<file path="src/rtl/wb_reg_file.sv">
// wb_reg_file: writeback stage plus the 32-entry architectural register file.
//
// This module selects the writeback value, which is either the load data or the ALU result.
// It commits that value to the GPR array on the rising clock edge. It also serves the two
// decode read ports. Those ports see a write in the same cycle it is presented
// (write-through bypass). The selected writeback value, address and enable are exported for
// the EX forwarding unit.
//
// Ports
//   clk            in   rising-edge clock
//   reset          in   synchronous active-high; clears every GPR
//   w_reg_ctl_in   in   register-write enable from MEM/WB
//   mem_to_reg_in  in   1: write mem_data_in, 0: write alu_result_in
//   mem_data_in    in   load data from MEM/WB
//   alu_result_in  in   ALU result from MEM/WB
//   w_reg_addr_in  in   destination register from MEM/WB
//   r_addr_1/2     in   decode read addresses (rs/rt)
//   r_data_1/2     out  decode read data
//   wb_data_out    out  selected writeback value
//   wb_addr_out    out  writeback destination (pass-through)
//   wb_en_out      out  effective write enable
module wb_reg_file #(
  parameter int unsigned DATA_WIDTH = 32,
  parameter int unsigned ADDR_WIDTH = 5
) (
  input  logic                  clk,
  input  logic                  reset,
  input  logic                  w_reg_ctl_in,
  input  logic                  mem_to_reg_in,
  input  logic [DATA_WIDTH-1:0] mem_data_in,
  input  logic [DATA_WIDTH-1:0] alu_result_in,
  input  logic [ADDR_WIDTH-1:0] w_reg_addr_in,
  input  logic [ADDR_WIDTH-1:0] r_addr_1,
  input  logic [ADDR_WIDTH-1:0] r_addr_2,
  output logic [DATA_WIDTH-1:0] r_data_1,
  output logic [DATA_WIDTH-1:0] r_data_2,
  output logic [DATA_WIDTH-1:0] wb_data_out,
  output logic [ADDR_WIDTH-1:0] wb_addr_out,
  output logic                  wb_en_out
);

  localparam int unsigned Depth = 2 ** ADDR_WIDTH;

  logic [DATA_WIDTH-1:0] gpr_q [Depth];
  logic [DATA_WIDTH-1:0] wb_data;
  logic                  wb_en;

  always_comb begin
    wb_data = mem_to_reg_in ? mem_data_in : alu_result_in;
    // A write to r0 is dropped. A write during reset is also dropped, so neither one
    // bypasses to the read ports or to the forwarding unit.
    wb_en   = w_reg_ctl_in && (w_reg_addr_in != '0) && !reset;
  end

  assign wb_data_out = wb_data;
  assign wb_addr_out = w_reg_addr_in;
  assign wb_en_out   = wb_en;

  // Entry 0 is never written. The reset clears it anyway, so the whole array has a
  // defined value.
  always_ff @(posedge clk) begin
    if (reset) begin
      for (int i = 0; i < int'(Depth); i++) begin
        gpr_q[i] <= '0;
      end
    end else if (wb_en) begin
      gpr_q[w_reg_addr_in] <= wb_data;
    end
  end

  // During the reset cycle the array still holds stale data. The reads are masked so that
  // they return 0 while reset is asserted.
  always_comb begin
    r_data_1 = '0;
    if (!reset && (r_addr_1 != '0)) begin
      if (wb_en && (r_addr_1 == w_reg_addr_in)) begin
        r_data_1 = wb_data;
      end else begin
        r_data_1 = gpr_q[r_addr_1];
      end
    end
  end

  always_comb begin
    r_data_2 = '0;
    if (!reset && (r_addr_2 != '0)) begin
      if (wb_en && (r_addr_2 == w_reg_addr_in)) begin
        r_data_2 = wb_data;
      end else begin
        r_data_2 = gpr_q[r_addr_2];
      end
    end
  end

endmodule

</file>
<file path="config.mk">
export PLATFORM = sky130hd
export DESIGN_NAME = wb_reg_file
export DESIGN_NICKNAME = d
export VERILOG_FILES = /design/src/rtl/wb_reg_file.sv
export SDC_FILE = /design/constraint.sdc
export NUM_CORES = 2
export LEC_CHECK = 0
export CORE_MARGIN = 4
export CORE_UTILIZATION = 50
export DETAILED_ROUTE_END_ITERATION = 10
export HOLD_SLACK_MARGIN = 0.1
export PLACE_DENSITY_LB_ADDON = 0.1
export SYNTH_ARGS = -nofsm -noshare
export SYNTH_HDL_FRONTEND = slang
export SYNTH_SLANG_ARGS = --single-unit
export TNS_END_PERCENT = 10
</file>
<file path="constraint.sdc">
create_clock -name clk -period 2.7 [get_ports clk]
set_input_delay 0.27 -clock clk [delete_from_list [all_inputs] [get_ports clk]]
set_output_delay 0.27 -clock clk [all_outputs]
set_load 0.01 [all_outputs]
</file>
==> metrics <==
CTS tree=built; Starting Density=0.505; Worst Hold Path EP=gpr_q[0][25]$_SDFFCE_PN0P_; Routed WL per cell=34.5 um; YS warnings=0; drc violations=0; vias=38000; Pwr Density=624 nW/um^2; crit-path max FO=2; fin. max-slew vios=0; Area Overhead vs Synth=27.0%; most frequent cells in the layout=edfxtp_1 (1024), nor2_1 (995), mux4_2 (444); max reg flops=1024; Root Buffer Master=clkbuf_16; initial antenna violation count=1; total negative slack=-4010 ps; post-synth cell types=41; # port buffers=184; top flop regs=gpr_q (1024); RSZ-0062 raised after global routing=yes; Via density=6.68; Synth Area per Inst=14.1 sq um; pin count of the biggest net entering global routing=33; kind of critical path=reg -> out; I/O Pins=185; worst vdd ir=0.567 mV; CTS Sinks=1024; dpl hpwl=132000 um; Worst EP arrival=2650 ps; cts bufs inserted=108; row cnt=118; share of cells above drive strength 1=0.372; Seq cells post-synth=1024; Cell Area, Placed=60700 sq um; Antenna Cells=0; DRT iter0 DRCs=5225; Setup crit end kind=primary output; first-pass GRT wire length=276000 um; Slew @ Worst Pin=1250 ps; fmax=0.343 GHz; worst setup margin=-218 ps; WHS Path Cells=2; Placeable Area=104000 sq um; vias in the first global route=38600; CTS Buffer Depth=3; Hold WS=356 ps; Initial DRT Pass Iterations=5; leading cell type in the layout, fill and taps excluded=edfxtp_1; Die ar.=110000 sq um; Startpoint Class=flip-flop; final-report hold violation count=0; Syn Inst Count=3716; Syn Std Cell Area=52300 sq um; crit share post-route=1.08; Post-Route WL=196000 um; nets=4300; gr usage total=0.349; post-route cell area=66400 sq um; share of the synthesized area in the top cell type=0.588; Die Ht=331 um; gr ovfl total=0; H-tree depth=3; Synth area leaders=edfxtp_1 (59%), mux4_2 (19%), nor2_1 (7.2%); Leakage=23.9 nW; area leader, netlist=edfxtp_1; Seq/Total Area, Yosys=0.588; Slew HR=0.167; Hold Path Class=in -> reg; worst hold path startpoint=reset; status=complete, but fails checks; final setup vio count=48; Placer Congestion=0.982; minimum clock period=2920 ps; Layout Utilization=0.641; Inst Count DP=5452; Data required, critical path=2430 ps; Final Non-Filler Cells=5691; Worst-path clk slew=70 ps; cts hold-fix bufs=0; antenna-violating nets left=0; die width=331 um; Largest Register=gpr_q; maxcap violations=0; failing checks=negative setup slack
worst max-delay path, cell delays in order (launching register included):
cell and delay (ps):
edfxtp_1 340, mux4_2 320, o22ai_1 120, nor4_2 630, a32o_1 240, dlygate4sd2_1 280
report_power, final:
part	switching, mW	internal, mW	leakage [nW]
registers	0.431	18.4	9.75
logic	3.79	3.04	12.3
clock network	6.46	9.35	1.82
total	10.7	30.8	23.9
cells in the mapped netlist:
| cell type | count |
|---|---|
| a211oi_1 | 1 |
| a21bo_2 | 1 |
| a21oi_1 | 65 |
| a221oi_1 | 64 |
| a22oi_1 | 97 |
| a311o_1 | 1 |
| a32o_1 | 31 |
| and2_1 | 1 |
| and3_1 | 2 |
| and3b_1 | 3 |
| buf_1 | 12 |
| buf_2 | 70 |
| buf_4 | 18 |
| buf_6 | 15 |
| clkbuf_1 | 297 |
| conb_1 | 1 |
| edfxtp_1 | 1024 |
| inv_1 | 33 |
| inv_2 | 2 |
| mux2i_1 | 176 |
| mux4_2 | 444 |
| nand2_1 | 72 |
| nand2b_1 | 2 |
| nand3_1 | 5 |
| nand3b_1 | 1 |
| nor2_1 | 997 |
| nor2_2 | 1 |
| nor2b_1 | 5 |
| nor3_1 | 36 |
| nor3_2 | 1 |
| nor3b_1 | 3 |
| nor3b_2 | 1 |
| nor4_1 | 32 |
| o21bai_1 | 32 |
| o22ai_1 | 124 |
| o311ai_2 | 1 |
| o31ai_1 | 1 |
| or2_1 | 1 |
| or3_1 | 33 |
| xnor2_1 | 8 |
| xor2_1 | 2 |
how the worst max path moves through the flow:
stage                                 end                  startpoint  slack [ps]  cells past startpoint
5_1_grt                       r_data_1[8]  gpr_q[27][8]$_SDFFCE_PN0P_        -180                      8
3_3_place_gp                 r_data_2[29]                 r_addr_2[3]        -860                      9
6_report                     r_data_2[17]  gpr_q[6][17]$_SDFFCE_PN0P_        -220                      5
4_1_cts                       r_data_1[8]   gpr_q[7][8]$_SDFFCE_PN0P_        -160                      6
3_5_place_dp                 r_data_2[25]                 r_addr_2[3]        -890                      9
2_1_floorplan  gpr_q[12][0]$_SDFFCE_PN0P_            w_reg_addr_in[0]         260                      5
layout make-up:
class | instances | area (sq um)
well taps | 1380 | 1730
inverters | 35 | 131
flip-flops and latches | 1024 | 30700
multi-input cells | 2277 | 22000
repair buffers | 771 | 8100
clock buffers | 123 | 2800
clock inverters | 81 | 922
fillers | 7608 | 37200
metrics by stage:
stage | setup slack (ps) | total power, mW
after floorplan | 258 | 22.0
after CTS | -165 | 41.3
after global placement | -859 | 25.3
after detailed placement | -894 | 25.4
after global routing | -178 | 42.5
final | -218 | 41.4
what timing repair did:
item | in CTS | in global routing
gates cloned | 2 | 5
setup endpoints to repair | 65 | 62
buffers inserted | 31 | 13
resized for setup | 455 | 109
pin swaps | 84 | 62
cell families (layout without fill, tap and decap cells):
family                 count (synthesis)  after routing  synth area share
AO/OA/AOI/OAI                        418            418            0.0572
XOR/XNOR                              10             10           0.00167
AND/OR/NAND/NOR                     1196           1197            0.0913
other                                  1             32         0.0000717
flip-flops                          1024           1024             0.588
multiplexers                         620            620             0.225
buffers and inverters                447           1010            0.0372
per-layer routing:
metal  global-route usage  up-vias  routed length (um)
met3               0.0658      505               20600
met2                0.566     2527               93500
met4                0.206        2               13400
met1                0.442    19600               68700
li1                     -    15400                   -
met5                    0        -                  13
Note: power is estimated with default switching activity, not from simulation.
